## src/rtl/eth_rx_frame_ctrl.sv

```systemverilog
// Frame sequencer from the RX buffer AXIS read side into the uDMA RX channel, with length limit and status.
// Define ETH_RX_CTRL_STATS_EN to build the frame/drop statistics counters.
module eth_rx_frame_ctrl #(
   parameter int unsigned LEN_W = 16,
   parameter int unsigned CNT_W = 16
) (
   input  logic             clk_i,
   input  logic             rst_i,
   input  logic             cfg_en_i,
   input  logic [LEN_W-1:0] cfg_max_len_i,
   input  logic [31:0]      s_axis_tdata,
   input  logic [1:0]       s_axis_byte_count,
   input  logic             s_axis_tvalid,
   input  logic             s_axis_tuser,
   input  logic             s_axis_tlast,
   output logic             s_axis_tready,
   output logic [31:0]      udma_data_o,
   output logic [1:0]       udma_bytes_o,
   output logic             udma_valid_o,
   input  logic             udma_ready_i,
   output logic             busy_o,
   output logic             sts_valid_o,
   output logic [LEN_W-1:0] sts_len_o,
   output logic [2:0]       sts_err_o,
   output logic [CNT_W-1:0] sts_frame_cnt_o,
   output logic [CNT_W-1:0] sts_drop_cnt_o
);

   typedef enum logic [1:0] {S_IDLE, S_FRAME, S_DROP, S_STATUS} state_e;

   state_e           state_q, state_d;
   logic [LEN_W-1:0] len_q, len_d;
   logic [2:0]       err_q, err_d;
   logic [31:0]      udma_data_q, udma_data_d;
   logic [1:0]       udma_bytes_q, udma_bytes_d;
   logic             udma_valid_q, udma_valid_d;
   logic             busy_q, busy_d;
   logic             sts_valid_q, sts_valid_d;
   logic [LEN_W-1:0] sts_len_q, sts_len_d;
   logic [2:0]       sts_err_q, sts_err_d;

   logic             tready_c;
   logic             accept_c;
   logic [LEN_W:0]   len_sum_c;
   logic [LEN_W-1:0] len_next_c;
   logic             overlong_c;

   // Ready depends on the live uDMA ready so a full-rate stream needs no bubble.
   always_comb begin
      tready_c = 1'b0;
      if (state_q == S_FRAME) tready_c = ~udma_valid_q | udma_ready_i;
      else if (state_q == S_DROP) tready_c = 1'b1;
   end

   always_comb begin
      accept_c   = s_axis_tvalid & tready_c;
      len_sum_c  = {1'b0, len_q} + (LEN_W+1)'(s_axis_byte_count) + (LEN_W+1)'(1);
      len_next_c = len_sum_c[LEN_W] ? {LEN_W{1'b1}} : len_sum_c[LEN_W-1:0];
      overlong_c = (cfg_max_len_i != '0) && (len_next_c > cfg_max_len_i);
   end

   always_comb begin
      state_d      = state_q;
      len_d        = len_q;
      err_d        = err_q;
      udma_data_d  = udma_data_q;
      udma_bytes_d = udma_bytes_q;
      udma_valid_d = udma_valid_q & ~udma_ready_i;
      sts_len_d    = sts_len_q;
      sts_err_d    = sts_err_q;

      case (state_q)
         S_IDLE: begin
            len_d = '0;
            err_d = '0;
            if (cfg_en_i && s_axis_tvalid) state_d = S_FRAME;
         end
         S_FRAME: begin
            if (accept_c) begin
               len_d = len_next_c;
               if (overlong_c) begin
                  err_d[1] = 1'b1;
                  state_d  = s_axis_tlast ? S_STATUS : S_DROP;
               end else begin
                  udma_data_d  = s_axis_tdata;
                  udma_bytes_d = s_axis_byte_count;
                  udma_valid_d = 1'b1;
                  if (s_axis_tlast) begin
                     err_d[0] = s_axis_tuser;
                     state_d  = S_STATUS;
                  end else if (!cfg_en_i) begin
                     err_d[2] = 1'b1;
                     state_d  = S_DROP;
                  end
               end
            end else if (!cfg_en_i) begin
               err_d[2] = 1'b1;
               state_d  = S_DROP;
            end
         end
         S_DROP: begin
            if (accept_c) begin
               len_d = len_next_c;
               if (s_axis_tlast) begin
                  err_d[0] = err_q[0] | s_axis_tuser;
                  state_d  = S_STATUS;
               end
            end
         end
         S_STATUS: state_d = S_IDLE;
         default:  state_d = S_IDLE;
      endcase

      // Status registers are loaded on entry so they are visible during the STATUS cycle.
      sts_valid_d = (state_d == S_STATUS);
      if (sts_valid_d) begin
         sts_len_d = len_d;
         sts_err_d = err_d;
      end
      busy_d = (state_d != S_IDLE);
   end

   always_ff @(posedge clk_i) begin
      if (rst_i) begin
         state_q      <= S_IDLE;
         len_q        <= '0;
         err_q        <= '0;
         udma_data_q  <= '0;
         udma_bytes_q <= '0;
         udma_valid_q <= 1'b0;
         busy_q       <= 1'b0;
         sts_valid_q  <= 1'b0;
         sts_len_q    <= '0;
         sts_err_q    <= '0;
      end else begin
         state_q      <= state_d;
         len_q        <= len_d;
         err_q        <= err_d;
         udma_data_q  <= udma_data_d;
         udma_bytes_q <= udma_bytes_d;
         udma_valid_q <= udma_valid_d;
         busy_q       <= busy_d;
         sts_valid_q  <= sts_valid_d;
         sts_len_q    <= sts_len_d;
         sts_err_q    <= sts_err_d;
      end
   end

`ifdef ETH_RX_CTRL_STATS_EN
   logic [CNT_W-1:0] frame_cnt_q, frame_cnt_d;
   logic [CNT_W-1:0] drop_cnt_q, drop_cnt_d;

   // Counters wrap naturally; they advance together with the status pulse.
   always_comb begin
      frame_cnt_d = frame_cnt_q;
      drop_cnt_d  = drop_cnt_q;
      if (sts_valid_d) begin
         frame_cnt_d = frame_cnt_q + CNT_W'(1);
         if (err_d != 3'b000) drop_cnt_d = drop_cnt_q + CNT_W'(1);
      end
   end

   always_ff @(posedge clk_i) begin
      if (rst_i) begin
         frame_cnt_q <= '0;
         drop_cnt_q  <= '0;
      end else begin
         frame_cnt_q <= frame_cnt_d;
         drop_cnt_q  <= drop_cnt_d;
      end
   end

   assign sts_frame_cnt_o = frame_cnt_q;
   assign sts_drop_cnt_o  = drop_cnt_q;
`else
   assign sts_frame_cnt_o = '0;
   assign sts_drop_cnt_o  = '0;
`endif

   assign s_axis_tready = tready_c;
   assign udma_data_o   = udma_data_q;
   assign udma_bytes_o  = udma_bytes_q;
   assign udma_valid_o  = udma_valid_q;
   assign busy_o        = busy_q;
   assign sts_valid_o   = sts_valid_q;
   assign sts_len_o     = sts_len_q;
   assign sts_err_o     = sts_err_q;

endmodule

```

## config.mk

```make
export PLATFORM = sky130hd
export DESIGN_NAME = eth_rx_frame_ctrl
export DESIGN_NICKNAME = d
export VERILOG_FILES = /design/src/rtl/eth_rx_frame_ctrl.sv
export SDC_FILE = /design/constraint.sdc
export NUM_CORES = 1
export LEC_CHECK = 0
export ABC_AREA = 1
export ABC_CLOCK_PERIOD_IN_PS = 4100
export CORE_MARGIN = 4
export CORE_UTILIZATION = 47
export DETAILED_ROUTE_END_ITERATION = 10
export GPL_ROUTABILITY_DRIVEN = 0
export PLACE_DENSITY = 0.82
export SYNTH_ARGS = -nofsm -noshare
export SYNTH_HDL_FRONTEND = slang
export SYNTH_SLANG_ARGS = --single-unit
```

## constraint.sdc

```tcl
create_clock -name clk_i -period 4.1 [get_ports clk_i]
set_input_delay 0.615 -clock clk_i [delete_from_list [all_inputs] [get_ports clk_i]]
set_output_delay 0.615 -clock clk_i [all_outputs]
set_load 0.1 [all_outputs]
```

## Word level (Yosys, flattened, before mapping)

Index checks and enable logic that the tools add are counted.

| storage, ports and cells | value |
|---|---|
| bits of input ports | 57 |
| flip-flop bits (word level) | 77 |
| output and inout port bits | 89 |

| operators by class | value |
|---|---|
| reduce and logical (&&, ||, !) cells | 7 |
| muxes and demuxes | 29 |
| eq/ne operators | 4 |
| magnitude comparators | 1 |
| $add $sub $neg | 2 |
| bitwise logic cells | 7 |

Operators by type and width:

| cell | count |
|---|---|
| $mux 16 | 2 |
| $pmux 16 s2 | 1 |
| $add 16x2->17 | 1 |
| $add 17x1->17 const B | 1 |
| $gt 16x16->1 | 1 |
| $mux 2 | 8 |
| $reduce_bool 16->1 | 1 |
| $mux 1 | 15 |
| $pmux 2 s4 | 1 |
| $eq 2x2->1 const B | 3 |
| $pmux 2 s2 | 1 |
| $not 1->1 | 3 |
| $pmux 1 s3 | 1 |
| $reduce_and 3->1 | 1 |
| $and 1x1->1 | 2 |
| $eq 2x1->1 const B | 1 |
| $logic_and 1x1->1 | 2 |
| $logic_not 2->1 | 1 |
| $or 1x1->1 | 2 |
| $reduce_bool 2->1 | 1 |
| $reduce_or 2->1 | 1 |

## Longest topological paths before layout

| logic depth | value |
|---|---|
| word-level depth | 9 |
| gate-level depth with buffers | 30 |
| depth with buffers taken out | 29 |

## Least setup slack after synthesis

Ideal clock, no wire load.

| timing | value |
|---|---|
| kind | input port to flip-flop |
| start point | input port s_axis_byte_count[0] |
| end point | register sts_len_q[10] (netlist: sts_len_o[10]) |
| path buffers | 2 |
| stages on the path | 26 |
| setup slack | 0.485 ns |
| required time | 3.983 ns |
| arrival | 3.498 ns |
| path through | inv_1 ha_1 fa_1 nor2_4 nand4_2 nor2_4 nand4_4 buf_6 nand3_2 ha_1 nand2_1 nor2_1 nor2b_1 nand2_1 nand2_1 inv_2 nand2_1 nand3_1 nand3_1 nand2_1 nand2_2 nor2_4 buf_6 nand2_1 nand2_1 nor2_2 |

| on the way | value |
|---|---|
| longest elaborated chain between the ends | 9 |

Ends and longest elaborated chain:

| item | line | text |
|---|---|---|
| start, declared | 12 | `input logic [1:0] s_axis_byte_count,` |
| $add 16x2->17 * | 57 | `len_sum_c = {1'b0, len_q} + (LEN_W+1)'(s_axis_byte_count) + (LEN_W+1)'(1);` |
| $add 17x1->17 * | 57 |  |
| $mux 16 * | 58 | `len_next_c = len_sum_c[LEN_W] ? {LEN_W{1'b1}} : len_sum_c[LEN_W-1:0];` |
| $gt 16x16->1 | 59 | `overlong_c = (cfg_max_len_i != '0) && (len_next_c > cfg_max_len_i);` |
| $logic_and 1x1->1 | 59 |  |
| $mux 2 | 81 | `if (overlong_c) begin` |
| $mux 2 | 79 | `if (accept_c) begin` |
| $pmux 2 s4 | 72 | `case (state_q)` |
| $eq 2x2->1 | 115 | `sts_valid_d = (state_d == S_STATUS);` |
| end signal, assigned | 144 | `sts_len_q <= sts_len_d;` |
| end, declared | 39 | `logic [LEN_W-1:0] sts_len_q, sts_len_d;` |

Mark *: on every way between the ends. The rest lies on a longest branch, timed or not.
A chain may end at the register's enable or synchronous reset.

## Worst setup path after layout

| timing | value |
|---|---|
| start point | input port s_axis_byte_count[0] |
| end point | register sts_len_q[5] (netlist: sts_len_o[5]) |

The elaborated chain is that of the path after synthesis.

==> impl_metrics.py <==
metrics = {
    "status": {
        "status": "finished, final reports clean",
    },
    "placed_design": {
        "dpl_worst_slack_ns": -0.579,
        "hpwl_mm": 9.05,
        "portBuffers": 113,
    },
    "sta": {
        "relSlewSlack_pct": 31.9,
        "drv_slew": 0,
        "fin_ws_ns": 0.347,
        "rsz0062_at_grt": "false",
        "whs_ns": 0.489,
        "final_hold_viol_count": 0,
        "skew_ns": 0.0116,
        "period_share_pct": 91.5,
        "timing.setup.tns_ns": 0,
        "max_freq_ghz": 0.266,
        "worstMarginPinSlew_ns": 1.02,
        "setup_violations": 0,
        "min_period_ns": 3.75,
    },
    "power": {
        "finalPower_w": 0.00438,
        "p_leak_nw": 2.82,
        "internal-power_w": 0.00202,
        "worst_ir_drop_vdd_uv": 454,
        "combPwrFrac_pct": 61.3,
        "pwr-share-seq_pct": 23.8,
        "powerDensity_mw_per_mm2": 703,
        "swShare_pct": 53.8,
        "clkPwrFrac_pct": 14.9,
        "p_sw_w": 0.00236,
    },
    "critical_path": {
        "r2r_end": "sts_len_o[5]",
        "crit_start": "s_axis_byte_count[0]",
        "endpoint": "sts_len_o[5]",
        "required_ns": 4.39,
        "r2r_start": "len_q[0]",
        "start_kind": "input port",
        "endpoint_kind": "register",
        "cp_max_fo": 7,
        "critical_path_class": "in2reg",
        "ff2ff_path_depth": 27,
        "critical_path_arrival_ns": 4.04,
        "reg2reg_setup_slack_ns": 0.39,
    },
    "routing": {
        "wl_per_cell_um": 14.0,
        "num_vias": 4628,
        "vias_per_cell": 5.05,
        "dr.pass1.iters": 5,
        "drc": 0,
        "drt-total-wl_mm": 12.8,
        "detail-route-antenna-nets": 0,
        "drt-initial-drc-count": 249,
    },
    "synth": {
        "synthTopCellsByArea": "dfxtp_1 (35%), nor2_1 (12%), nand2_1 (9.0%), ha_1 (6.5%), o21ai_0 (6.3%)",
        "ys_async_sr_fraction_pct": 0,
        "synthesis.instances": 640,
        "synth_cell_types": 43,
        "synth_warnings": 0,
        "ys_seq_elements": 77,
        "yosys.area.top_type_share_pct": 34.6,
        "netlist_top_cells_count": "nor2_1 (138), nand2_1 (107), dfxtp_1 (77), inv_1 (63), o21ai_0 (56)",
        "seq_area_frac_synth_pct": 34.6,
        "syn_area_mm2": 0.00446,
        "synth_area_leader_cell": "dfxtp_1",
        "yosysMostFrequentCell": "nor2_1",
        "ys.flop_type": "dfxtp_1",
        "syn_avg_cell_area_um2": 6.96,
        "synth-edff-count": 0,
    },
    "die": {
        "die_h_um": 105,
        "rows": 35,
        "die_w_um": 105,
        "top_level_ports": 146,
        "start_util_pct": 48.2,
        "die_area_mm2": 0.0111,
        "core_area_mm2": 0.00924,
    },
    "clock_network": {
        "htree_levels": 3,
        "path_clk_slew_ns": 0.09,
        "numClockSinks": 77,
        "cts.path.max_buffers": 2,
        "cts-root-buf": "clkbuf_8",
        "tritoncts": "yes",
        "cts_buffers": 9,
        "cts_hold_buf": 0,
        "clk_latency_ns": 0.35,
    },
    "layout": {
        "syn2layout_area_growth_pct": 39.9,
        "drive_gt1_share_pct": 15.1,
        "num_antenna_cells": 0,
        "fin_nets": 863,
        "ff_latch_area_mm2": 0.00154,
        "nFillCells": 742,
        "multi_input_area_mm2": 0.00248,
    },
    "grt": {
        "grt_pass1_vias": 4417,
        "grt.overflow.total": 0,
        "grt_max_degree": 54,
        "antenna_found_initial": 0,
        "grt_usage_pct": 22.0,
        "grt_pass1_wl_mm": 20.0,
    },
    "run": {
        "maxCapViolCount": 0,
    },
    "worst_hold_path": {
        "worst_hold_path_type": "reg2reg",
    },
}
-- cell families (layout without fill, tap and decap cells) --
logic type	after synthesis	count (layout)	share of synthesized area, %
AO/OA/AOI/OAI	105	105	12.6
AND/OR/NAND/NOR	305	306	30.8
XOR/XNOR	2	2	0.393
adder cells (fa/ha/maj)	24	24	6.91
flip-flops	77	77	34.6
other	1	32	0.0842
buffers and inverters	126	241	14.6
-- worst max-delay path: stages --
cell and delay, ns:
dlymetal6s2s_1 0.11, inv_2 0.05, ha_2 0.18, fa_2 0.37
nor2_4 0.16, nand4_4 0.10, nor2_4 0.18, buf_6 0.14
nand3_4 0.07, nor2_4 0.12, inv_2 0.05, nand3_2 0.11
ha_4 0.22, a21oi_2 0.10, o21ai_0 0.08, a21oi_1 0.17
nand2_2 0.11, nand3_2 0.10, nand2_1 0.07, nand2_1 0.05
nand2_1 0.04, nand2_1 0.08, nand2_2 0.09, buf_4 0.14
buf_4 0.15, o21bai_1 0.16, nand2_1 0.07, nor2_1 0.11
-- layer usage --
| layer | track usage (%) | vias to the layer above | wire, um |
|---|---|---|---|
| met5 | 0 | - | 0 |
| met3 | 9.25 | 47 | 1450 |
| met4 | 11.2 | 0 | 526 |
| li1 | - | 2250 | - |
| met2 | 36.8 | 248 | 6070 |
| met1 | 23.5 | 2083 | 4760 |
-- layout make-up --
class / count / share of cell area, %
Multi-Input combinational cell: 469 / 39.8
Timing Repair Buffer: 154 / 25.0
Sequential cell: 77 / 24.7
Inverter: 71 / 4.30
Tap cell: 129 / 2.59
Clock buffer: 10 / 2.05
Clock inverter: 6 / 1.51
-- worst min path at each step --
stage | from | endpoint | slack [ns] | cells after the start
5_1_grt | udma_data_o[6] | udma_data_o[6] | 0.51 | 2
2_1_floorplan | err_q[0] | err_q[0] | 0.50 | 4
3_3_place_gp | udma_data_o[1] | udma_data_o[1] | 0.46 | 2
4_1_cts | udma_data_o[20] | udma_data_o[20] | 0.49 | 2
6_report | udma_data_o[20] | udma_data_o[20] | 0.49 | 2
3_5_place_dp | udma_data_o[6] | udma_data_o[6] | 0.47 | 2
-- placed cells by master, fill, tap and decap left out, types with 9 or more instances in the layout --
cell type,n
nand2_1,104
nor2_1,134
buf_4,31
ha_1,21
nand2_2,9
o21ai_1,22
clkdlybuf4s50_1,110
nor2_2,9
o21ai_0,56
nand3_2,12
clkbuf_8,9
dfxtp_1,77
inv_1,60
conb_1,32
a21oi_1,14
nand3_1,11
-- registers in the layout, indices dropped and copies added (netlist names) --
name and count:
busy_o 1, err_q 3, len_q 16, state_q 2, sts_err_o 3, sts_len_o 16, sts_valid_o 1, udma_bytes_o 2
udma_data_o 32, udma_valid_o 1
-- power groups by stage --
| stage | clock network (W) | registers (W) | logic (W) |
|---|---|---|---|
| detailed placement | 0 | 0.00106 | 0.00252 |
| finish | 0.000651 | 0.00104 | 0.00268 |
| global placement | 0 | 0.00105 | 0.00248 |
| CTS | 0.000664 | 0.00104 | 0.00263 |
| global route | 0.000702 | 0.00107 | 0.00284 |
| floorplan | 0 | 0.00208 | 0.000918 |
-- per-stage QoR --
stage	instance area [um^2]	std cells	util, %
2_1_floorplan	4570	671	-
3_3_place_gp	5750	888	62.3
3_5_place_dp	5750	888	62.3
4_1_cts	6110	911	66.2
5_1_grt	6230	916	67.5
6_report	6230	916	67.5
-- timing repair --
action,4_1_cts,5_1_grt
resized for setup,10,21
setup buffers,5,4
setup endpoints to repair,53,58
pin swaps,8,12
gates cloned,2,1
(Power assumes the default switching activity.)
